## src/rtl/tc_sched_pkg.sv

```systemverilog
// Shared types and constants for the four-way carry-less multiply scheduler.
// Also provides the limb offset arithmetic used for operand selection and accumulation.
package tc_sched_pkg;

    localparam int WIDTH_DEF = 256;
    localparam int SLICE_DEF = WIDTH_DEF / 4;
    localparam int PP_COUNT  = 16;

    typedef enum logic [2:0] {
        IDLE  = 3'd0,
        START = 3'd1,
        WAIT  = 3'd2,
        ACC   = 3'd3,
        DONE  = 3'd4
    } state_t;

    // Bit offset of limb idx within an operand made of slice-wide limbs.
    function automatic int limb_lo(input logic [1:0] idx, input int slice);
        return int'(idx) * slice;
    endfunction

endpackage

```

## src/rtl/four_way_tc_scheduler_if.sv

```systemverilog
// Operand/product handshake bundle between a producer/consumer and the scheduler.
// The master modport belongs to the environment; the slave modport belongs to the scheduler.
interface four_way_tc_scheduler_if #(
    parameter int WIDTH = tc_sched_pkg::WIDTH_DEF
);
    logic               in_valid;
    logic               in_ready;
    logic [WIDTH-1:0]   a;
    logic [WIDTH-1:0]   b;
    logic               out_valid;
    logic               out_ready;
    logic [2*WIDTH-1:0] c;

    modport master (
        output in_valid, a, b, out_ready,
        input  in_ready, out_valid, c
    );

    modport slave (
        input  in_valid, a, b, out_ready,
        output in_ready, out_valid, c
    );
endinterface

```

## src/rtl/clmul_serial.sv

```systemverilog
// Bit-serial N x N carry-less multiplier: one bit of x per cycle after start.
// done pulses for one cycle while the final bit is being folded in; p then holds until the next start.
module clmul_serial
    import tc_sched_pkg::*;
#(
    parameter int N = SLICE_DEF
) (
    input  logic           clk,
    input  logic           rst,
    input  logic           start,
    input  logic [N-1:0]   x,
    input  logic [N-1:0]   y,
    output logic           done,
    output logic [2*N-2:0] p
);
    localparam int CW = $clog2(N);
    localparam logic [CW-1:0] PENULT = CW'(N - 2);
    localparam logic [CW-1:0] LAST   = CW'(N - 1);

    logic [N-1:0]   x_q;
    logic [2*N-2:0] y_sh_q;
    logic [2*N-2:0] p_q;
    logic [2*N-2:0] p_d;
    logic [CW-1:0]  cnt_q;
    logic           run_q;
    logic           done_q;

    // Fold the shifted y into the product when the current x bit is set.
    always_comb begin
        p_d = p_q;
        if (x_q[0]) begin
            p_d = p_q ^ y_sh_q;
        end else begin
            p_d = p_q;
        end
    end

    // Capture on start, then walk x from LSB while y slides left one place per cycle.
    always_ff @(posedge clk or negedge rst) begin
        if (!rst) begin
            x_q    <= '0;
            y_sh_q <= '0;
            p_q    <= '0;
            cnt_q  <= '0;
            run_q  <= 1'b0;
            done_q <= 1'b0;
        end else if (start) begin
            x_q    <= x;
            y_sh_q <= {{(N-1){1'b0}}, y};
            p_q    <= '0;
            cnt_q  <= '0;
            run_q  <= 1'b1;
            done_q <= 1'b0;
        end else if (run_q) begin
            x_q    <= x_q >> 1;
            y_sh_q <= y_sh_q << 1;
            p_q    <= p_d;
            cnt_q  <= cnt_q + 1'b1;
            // Raised one step early so the consumer sees it while the last bit lands.
            done_q <= (cnt_q == PENULT);
            run_q  <= (cnt_q != LAST);
        end else begin
            done_q <= 1'b0;
        end
    end

    assign done = done_q;
    assign p    = p_q;

endmodule

```

## src/rtl/four_way_tc_scheduler.sv

```systemverilog
// Carry-less WIDTH x WIDTH multiply built from 16 limb products issued in order n = 4*i + j
// through a single shared serial multiplier, accumulated at offset SLICE*(i+j).
module four_way_tc_scheduler
    import tc_sched_pkg::*;
#(
    parameter int WIDTH = WIDTH_DEF
) (
    input  logic                     clk,
    input  logic                     rst,
    four_way_tc_scheduler_if.slave   bus,
    output logic                     busy,
    output logic [3:0]               pp_idx
);
    localparam int SLICE = WIDTH / 4;
    localparam logic [3:0] LAST_PP = 4'(PP_COUNT - 1);

    state_t             state_q;
    logic [WIDTH-1:0]   a_q;
    logic [WIDTH-1:0]   b_q;
    logic [2*WIDTH-1:0] acc_q;
    logic [2*WIDTH-1:0] acc_d;
    logic [3:0]         n_q;
    logic               start_q;
    logic               in_ready_q;
    logic               out_valid_q;
    logic               busy_q;

    logic [SLICE-1:0]   op_x_s;
    logic [SLICE-1:0]   op_y_s;
    logic               mul_done_s;
    logic [2*SLICE-2:0] mul_p_s;

    // Limb operands for the product in flight and the accumulator update it feeds.
    always_comb begin
        op_x_s = a_q[limb_lo(n_q[3:2], SLICE) +: SLICE];
        op_y_s = b_q[limb_lo(n_q[1:0], SLICE) +: SLICE];
        acc_d  = acc_q ^ ({{(2*WIDTH-2*SLICE+1){1'b0}}, mul_p_s}
                          << (limb_lo(n_q[3:2], SLICE) + limb_lo(n_q[1:0], SLICE)));
    end

    clmul_serial #(.N(SLICE)) u_mul (
        .clk   (clk),
        .rst   (rst),
        .start (start_q),
        .x     (op_x_s),
        .y     (op_y_s),
        .done  (mul_done_s),
        .p     (mul_p_s)
    );

    // Sequencer: accept, issue each limb product, accumulate, present the result.
    always_ff @(posedge clk or negedge rst) begin
        if (!rst) begin
            state_q     <= IDLE;
            a_q         <= '0;
            b_q         <= '0;
            acc_q       <= '0;
            n_q         <= 4'd0;
            start_q     <= 1'b0;
            in_ready_q  <= 1'b1;
            out_valid_q <= 1'b0;
            busy_q      <= 1'b0;
        end else begin
            case (state_q)
                IDLE: begin
                    if (bus.in_valid) begin
                        a_q        <= bus.a;
                        b_q        <= bus.b;
                        acc_q      <= '0;
                        n_q        <= 4'd0;
                        start_q    <= 1'b1;
                        in_ready_q <= 1'b0;
                        busy_q     <= 1'b1;
                        state_q    <= START;
                    end
                end
                START: begin
                    start_q <= 1'b0;
                    state_q <= WAIT;
                end
                WAIT: begin
                    if (mul_done_s) begin
                        state_q <= ACC;
                    end
                end
                ACC: begin
                    acc_q <= acc_d;
                    if (n_q == LAST_PP) begin
                        out_valid_q <= 1'b1;
                        state_q     <= DONE;
                    end else begin
                        n_q     <= n_q + 4'd1;
                        start_q <= 1'b1;
                        state_q <= START;
                    end
                end
                DONE: begin
                    // in_ready rises only after the handshake edge, never alongside it.
                    if (bus.out_ready) begin
                        out_valid_q <= 1'b0;
                        in_ready_q  <= 1'b1;
                        busy_q      <= 1'b0;
                        state_q     <= IDLE;
                    end
                end
                default: begin
                    start_q     <= 1'b0;
                    out_valid_q <= 1'b0;
                    in_ready_q  <= 1'b1;
                    busy_q      <= 1'b0;
                    n_q         <= 4'd0;
                    state_q     <= IDLE;
                end
            endcase
        end
    end

    assign bus.in_ready  = in_ready_q;
    assign bus.out_valid = out_valid_q;
    assign bus.c         = acc_q;
    assign busy          = busy_q;
    assign pp_idx        = n_q;

endmodule

```

## src/flat_wrapper.sv

```systemverilog
// flat-port wrapper written by rule: the top's interface ports become plain ports
module four_way_tc_scheduler_flat import tc_sched_pkg::*;
#(
    parameter int WIDTH = WIDTH_DEF
)
  (clk, rst, busy, pp_idx, bus_in_valid, bus_a, bus_b, bus_out_ready, bus_in_ready, bus_out_valid, bus_c);
  four_way_tc_scheduler_if #(.WIDTH(WIDTH)) bus_i ();
  input  logic clk;
  input  logic rst;
  output logic busy;
  output logic [3:0] pp_idx;
  input wire logic [$bits(bus_i.in_valid)-1:0] bus_in_valid;
  input wire logic [$bits(bus_i.a)-1:0] bus_a;
  input wire logic [$bits(bus_i.b)-1:0] bus_b;
  input wire logic [$bits(bus_i.out_ready)-1:0] bus_out_ready;
  output wire logic [$bits(bus_i.in_ready)-1:0] bus_in_ready;
  output wire logic [$bits(bus_i.out_valid)-1:0] bus_out_valid;
  output wire logic [$bits(bus_i.c)-1:0] bus_c;
  assign bus_i.in_valid = bus_in_valid;
  assign bus_i.a = bus_a;
  assign bus_i.b = bus_b;
  assign bus_i.out_ready = bus_out_ready;
  assign bus_in_ready = bus_i.in_ready;
  assign bus_out_valid = bus_i.out_valid;
  assign bus_c = bus_i.c;
  four_way_tc_scheduler #(.WIDTH(WIDTH)) u_core (.clk(clk), .rst(rst), .bus(bus_i), .busy(busy), .pp_idx(pp_idx));
endmodule
```

## config.mk

```make
export PLATFORM = sky130hd
export DESIGN_NAME = four_way_tc_scheduler_flat
export DESIGN_NICKNAME = d
export VERILOG_FILES = /design/src/rtl/tc_sched_pkg.sv /design/src/rtl/four_way_tc_scheduler_if.sv /design/src/rtl/clmul_serial.sv /design/src/rtl/four_way_tc_scheduler.sv /design/src/flat_wrapper.sv
export SDC_FILE = /design/constraint.sdc
export NUM_CORES = 2
export LEC_CHECK = 0
export CAP_MARGIN = 20
export CORE_MARGIN = 5
export CORE_UTILIZATION = 40
export CTS_CLUSTER_SIZE = 10
export DETAILED_ROUTE_END_ITERATION = 8
export PLACE_DENSITY = 0.75
export SLEW_MARGIN = 20
export SYNTH_ARGS = -nofsm -noshare
export SYNTH_HDL_FRONTEND = slang
export SYNTH_HIERARCHICAL = 1
export SYNTH_SLANG_ARGS = --single-unit
```

## constraint.sdc

```tcl
create_clock -name clk -period 2.8 [get_ports clk]
set_input_delay 0.56 -clock clk [delete_from_list [all_inputs] [get_ports clk]]
set_output_delay 0.56 -clock clk [all_outputs]
set_load 0.02 [all_outputs]
```

==> flow_summary.html <==
<table>
<tr><th>Metric</th><th>Value</th></tr>
<tr><th colspan="2">Detailed routing</th></tr>
<tr><td>Overall via count from detail_route</td><td>47700</td></tr>
<tr><td>First DRT Iteration DRCs</td><td>4664</td></tr>
<tr><td>Wirelength per Cell</td><td>26.5 µm</td></tr>
<tr><td>DRC Markers</td><td>0</td></tr>
<tr><td>Via density</td><td>5.67</td></tr>
<tr><td>Met2 wire len</td><td>103 mm</td></tr>
<tr><td>Wire length reported by the detailed router</td><td>223 mm</td></tr>
<tr><td>Number of nets with antenna violations after routing</td><td>0</td></tr>
<tr><td>Max layer used</td><td>met5</td></tr>
<tr><td>M1 wire length</td><td>90.9 mm</td></tr>
<tr><td>Detail Route met3 WL</td><td>14.2 mm</td></tr>
<tr><td>Number of iterations in the first detailed-routing pass</td><td>6</td></tr>
<tr><th colspan="2">GRT</th></tr>
<tr><td>Pin count of the biggest net entering global routing</td><td>150</td></tr>
<tr><td>Overall track demand over capacity in global routing</td><td>0.246</td></tr>
<tr><td>Grt total ovfl</td><td>0</td></tr>
<tr><td>Initial antenna violation count</td><td>46</td></tr>
<tr><td>Number of global-route vias before repair</td><td>48800</td></tr>
<tr><td>Global-route wire length before repair</td><td>325 mm</td></tr>
<tr><th colspan="2">Layout</th></tr>
<tr><td>Area delta synth-&gt;final</td><td>27.8%</td></tr>
<tr><td>Share of the core filled with cells</td><td>0.516</td></tr>
<tr><td>Post-route cell area</td><td>84100 µm²</td></tr>
<tr><td>Nets</td><td>6671</td></tr>
<tr><td>Commonest cells after routing, fill and taps aside</td><td>1353 x sky130_fd_sc_hd__dfrtp_1, 1030 x sky130_fd_sc_hd__clkdlybuf4s50_1, 636 x sky130_fd_sc_hd__mux2i_1</td></tr>
<tr><td>Most common cell after layout, fill and taps aside</td><td>sky130_fd_sc_hd__dfrtp_1</td></tr>
<tr><td>Share of post-route cells with drive strength above 1</td><td>0.177</td></tr>
<tr><th colspan="2">STA</th></tr>
<tr><td>Fin crit share</td><td>0.975</td></tr>
<tr><td>Time the final worst path needs with I/O delays and setup</td><td>2.73 ns</td></tr>
<tr><td>Normalized max-slew margin</td><td>0.446</td></tr>
<tr><td>Count of final max-slew check failures</td><td>0</td></tr>
<tr><td>Tightest Pin Transition</td><td>0.807 ns</td></tr>
<tr><td>Hold Slack</td><td>0.268 ns</td></tr>
<tr><td>Peak clock frequency supported by timing</td><td>366 MHz</td></tr>
<tr><td>Number of setup violations in the final report</td><td>0</td></tr>
<tr><td>Hold Fails Final Rpt</td><td>0</td></tr>
<tr><td>Clock Skew</td><td>0.0608 ns</td></tr>
<tr><th colspan="2">Floorplan</th></tr>
<tr><td>Initial Util</td><td>0.404</td></tr>
<tr><td>Num ports</td><td>1035</td></tr>
<tr><td>Number of cell rows</td><td>148</td></tr>
<tr><td>Full die area</td><td>173000 µm²</td></tr>
<tr><td>Die height</td><td>416 µm</td></tr>
<tr><td>Area inside the core boundary</td><td>163000 µm²</td></tr>
<tr><td>Chip Width</td><td>416 µm</td></tr>
<tr><th colspan="2">Setup path</th></tr>
<tr><td>Required time of the critical path</td><td>3.46 ns</td></tr>
<tr><td>Kind of end point of the critical path</td><td>flip-flop</td></tr>
<tr><td>Crit path max fanout</td><td>15</td></tr>
<tr><td>Stage delay of the slowest cell on the critical path</td><td>0.98 ns</td></tr>
<tr><td>CP arrival</td><td>3.39 ns</td></tr>
<tr><td>Critical path type</td><td>reg -&gt; reg</td></tr>
<tr><td>Slowest cell on crit path</td><td>sky130_fd_sc_hd__fa_4</td></tr>
<tr><td>Cells traversed along the worst timing path</td><td>ha_4 -&gt; inv_2 -&gt; fa_4 -&gt; buf_12 -&gt; nor2b_4 -&gt; buf_8 -&gt; clkbuf_16 -&gt; nand3_1 -&gt; mux2i_1</td></tr>
<tr><td>Kind of launch point of the worst setup path</td><td>flip-flop</td></tr>
<tr><th colspan="2">Synthesis</th></tr>
<tr><td>Flip-flop cell with the highest count after synthesis</td><td>sky130_fd_sc_hd__dfrtp_1</td></tr>
<tr><td>Cell area after technology mapping</td><td>65800 µm²</td></tr>
<tr><td>Number of synthesis warnings</td><td>6</td></tr>
<tr><td>Flip-flop and latch count after synthesis</td><td>1361</td></tr>
<tr><td>Average cell area after synthesis</td><td>12.6 µm²</td></tr>
<tr><td>Dominant cells by area after synthesis</td><td>sky130_fd_sc_hd__dfrtp_1 52%, sky130_fd_sc_hd__mux2_4 11%, sky130_fd_sc_hd__mux2i_1 9.7%</td></tr>
<tr><td>Library cell occupying the most area in the post-synthesis netlist</td><td>sky130_fd_sc_hd__dfrtp_1</td></tr>
<tr><td>Number of nets in the synthesized netlist</td><td>5730</td></tr>
<tr><td>Portion of synthesized cell area occupied by the leading cell type</td><td>0.517</td></tr>
<tr><td>Number of enable-type register cells in the synthesized netlist</td><td>0</td></tr>
<tr><td>Synth async-reset ratio</td><td>1.00</td></tr>
<tr><td>Count of distinct cell types in the synthesized netlist</td><td>46</td></tr>
<tr><td>Number of instances in the synthesized netlist</td><td>5209</td></tr>
<tr><td>Sequential element share of the synthesized area</td><td>0.517</td></tr>
<tr><th colspan="2">Power</th></tr>
<tr><td>Switching portion of total power</td><td>0.374</td></tr>
<tr><td>Portion of total power attributed to the clock network</td><td>0.222</td></tr>
<tr><td>Switching pwr</td><td>32400 µW</td></tr>
<tr><td>Sequential share of power</td><td>0.369</td></tr>
<tr><td>Part of the power in combinational logic</td><td>0.409</td></tr>
<tr><td>Total chip power</td><td>86600 µW</td></tr>
<tr><td>Design internal power</td><td>54200 µW</td></tr>
<tr><td>Worst vdd rail ir drop</td><td>0.652 mV</td></tr>
<tr><td>Cell Pwr Density</td><td>1030 nW/µm²</td></tr>
<tr><td>Leakage power total</td><td>0.0402 µW</td></tr>
<tr><th colspan="2">Run</th></tr>
<tr><td>MaxCap Viol Count</td><td>0</td></tr>
<tr><th colspan="2">Clock tree</th></tr>
<tr><td>CTS tree</td><td>built</td></tr>
<tr><td>Number of CTS-inserted buffers</td><td>159</td></tr>
<tr><td>Sinks on the clock net</td><td>1361</td></tr>
<tr><td>Root cell of the clock tree</td><td>sky130_fd_sc_hd__clkbuf_16</td></tr>
<tr><td>Max Root-Sink Buffers</td><td>3</td></tr>
<tr><td>Clock transition at the registers of the reported paths</td><td>0.06 ns</td></tr>
<tr><td>Clock latency of the later-clocked register in the worst-skew pair</td><td>0.81 ns</td></tr>
<tr><td>Deepest level of the CTS H-tree</td><td>4</td></tr>
<tr><th colspan="2">Place</th></tr>
<tr><td>Final estimated routing congestion in global placement</td><td>0.888</td></tr>
<tr><td>Placed cell areas</td><td>78700 µm²</td></tr>
<tr><td>Port Buffer Count</td><td>1034</td></tr>
<tr><td>Sum of net half-perimeters after detailed placement</td><td>158 mm</td></tr>
<tr><th colspan="2">Min path</th></tr>
<tr><td>Worst hold-check path type</td><td>in -&gt; async</td></tr>
<tr><th colspan="2">Outcome</th></tr>
<tr><td>Result of the run</td><td>finished, final reports clean</td></tr>
</table>
cell families after synthesis:
family                     after synthesis  share of synthesized area
xor gates and xnor gates               132                     0.0176
DFF                                   1361                      0.517
muxes                                 1339                      0.266
buffers and inverters                  458                     0.0374
adders and majority gates                5                    0.00106
and+or+nand+nor                       1313                      0.100
AOI/OAI and AO/OA                      601                     0.0608
path summary, 6_finish.rpt:
kind / from / endpoint / slack, ns / cells past startpoint
min in group clk: bus_a[192] / u_core/a_q[192]$_DFFE_PN0P_ / 0.34 / 2
max in group asynchronous: rst / u_core/u_mul/y_sh_q[73]$_DFFE_PN0P_ / 1.38 / 4
max reg2reg: u_core/pp_idx[0]$_DFFE_PN0P_ / u_core/bus.c[25]$_DFFE_PN0P_ / 0.07 / 9
min reg2reg: u_core/bus.c[88]$_DFFE_PN0P_ / u_core/bus.c[88]$_DFFE_PN0P_ / 0.47 / 1
max: u_core/pp_idx[0]$_DFFE_PN0P_ / u_core/bus.c[25]$_DFFE_PN0P_ / 0.07 / 9
min: rst / u_core/b_q[151]$_DFFE_PN0P_ / 0.27 / 2
synth_stat cells, types with 93 or more instances:
library cell and n:
sky130_fd_sc_hd__xor2_1 130, sky130_fd_sc_hd__nor2_1 199, sky130_fd_sc_hd__nand3_1 324, sky130_fd_sc_hd__buf_2 147
sky130_fd_sc_hd__o21ai_0 246, sky130_fd_sc_hd__mux4_2 128, sky130_fd_sc_hd__nand2_1 515, sky130_fd_sc_hd__o41ai_1 130
sky130_fd_sc_hd__mux2_2 93, sky130_fd_sc_hd__clkbuf_1 200, sky130_fd_sc_hd__mux2_4 470, sky130_fd_sc_hd__o311ai_0 130
sky130_fd_sc_hd__mux2i_1 636, sky130_fd_sc_hd__dfrtp_1 1360
through the flow:
step,std cells,setup WS (ns),setup TNS [ns]
5_1_grt,8405,-0.000472,-0.000472
6_report,8410,0.0701,0
4_1_cts,8349,-0.0483,-0.144
3_3_place_gp,8133,0.0383,0
2_1_floorplan,5209,0.0216,0
3_5_place_dp,8133,0.0412,0
what timing repair did:
| action | CTS | global route |
|---|---|---|
| hold endpoints to repair | 257 | 0 |
| cloned | 3 | 12 |
| hold buffers | 1 | 0 |
| resized for setup | 15 | 38 |
| buffers inserted | 0 | 15 |
| pin swaps | 0 | 1 |
| endpoints found under the setup margin | 4 | 137 |
power by group through the flow:
stage | Sequential, µW | Clock [µW] | Combinational, µW
6_report | 32000 | 19200 | 35400
5_1_grt | 32600 | 20400 | 37500
4_1_cts | 31800 | 19600 | 33700
3_5_place_dp | 32000 | 0 | 33200
3_3_place_gp | 31600 | 0 | 32400
2_1_floorplan | 30200 | 0 | 22100
metal layers:
| metal | up-vias | GRT usage |
|---|---|---|
| met5 | - | 0 |
| met4 | 16 | 0.150 |
| met3 | 509 | 0.0486 |
| met2 | 1889 | 0.380 |
| met1 | 24400 | 0.322 |
| li1 | 20900 | - |
critical path, delay by kind of cell (launching register included):
kind	cells	cell delay, ns
simple gates	2	0.32
flops	1	0.43
buf+inv	4	0.59
fa+ha+maj	2	1.11
mux	1	0.14
flip-flops by register name (all words and copies together) (netlist names), 3 cells and up:
name	count
u_core/bus.c	512
u_core/a_q	256
u_core/b_q	256
u_core/u_mul/p	127
u_core/u_mul/y_sh_q	127
u_core/u_mul/x_q	64
u_core/u_mul/cnt_q	6
u_core/pp_idx	4
u_core/state_q	3
cell type report:
class / instances / area, µm²
Fill cell: 13600 / 79000
Inverter: 7 / 26.3
Antenna cell: 34 / 85.1
Timing Repair Buffer: 1231 / 13100
Multi-Input combinational cell: 3390 / 29400
Clock buffer: 190 / 4160
Clock inverter: 22 / 513
Sequential cell: 1361 / 34100
Tap cell: 2175 / 2720
Power figures use the tool's default switching activity.
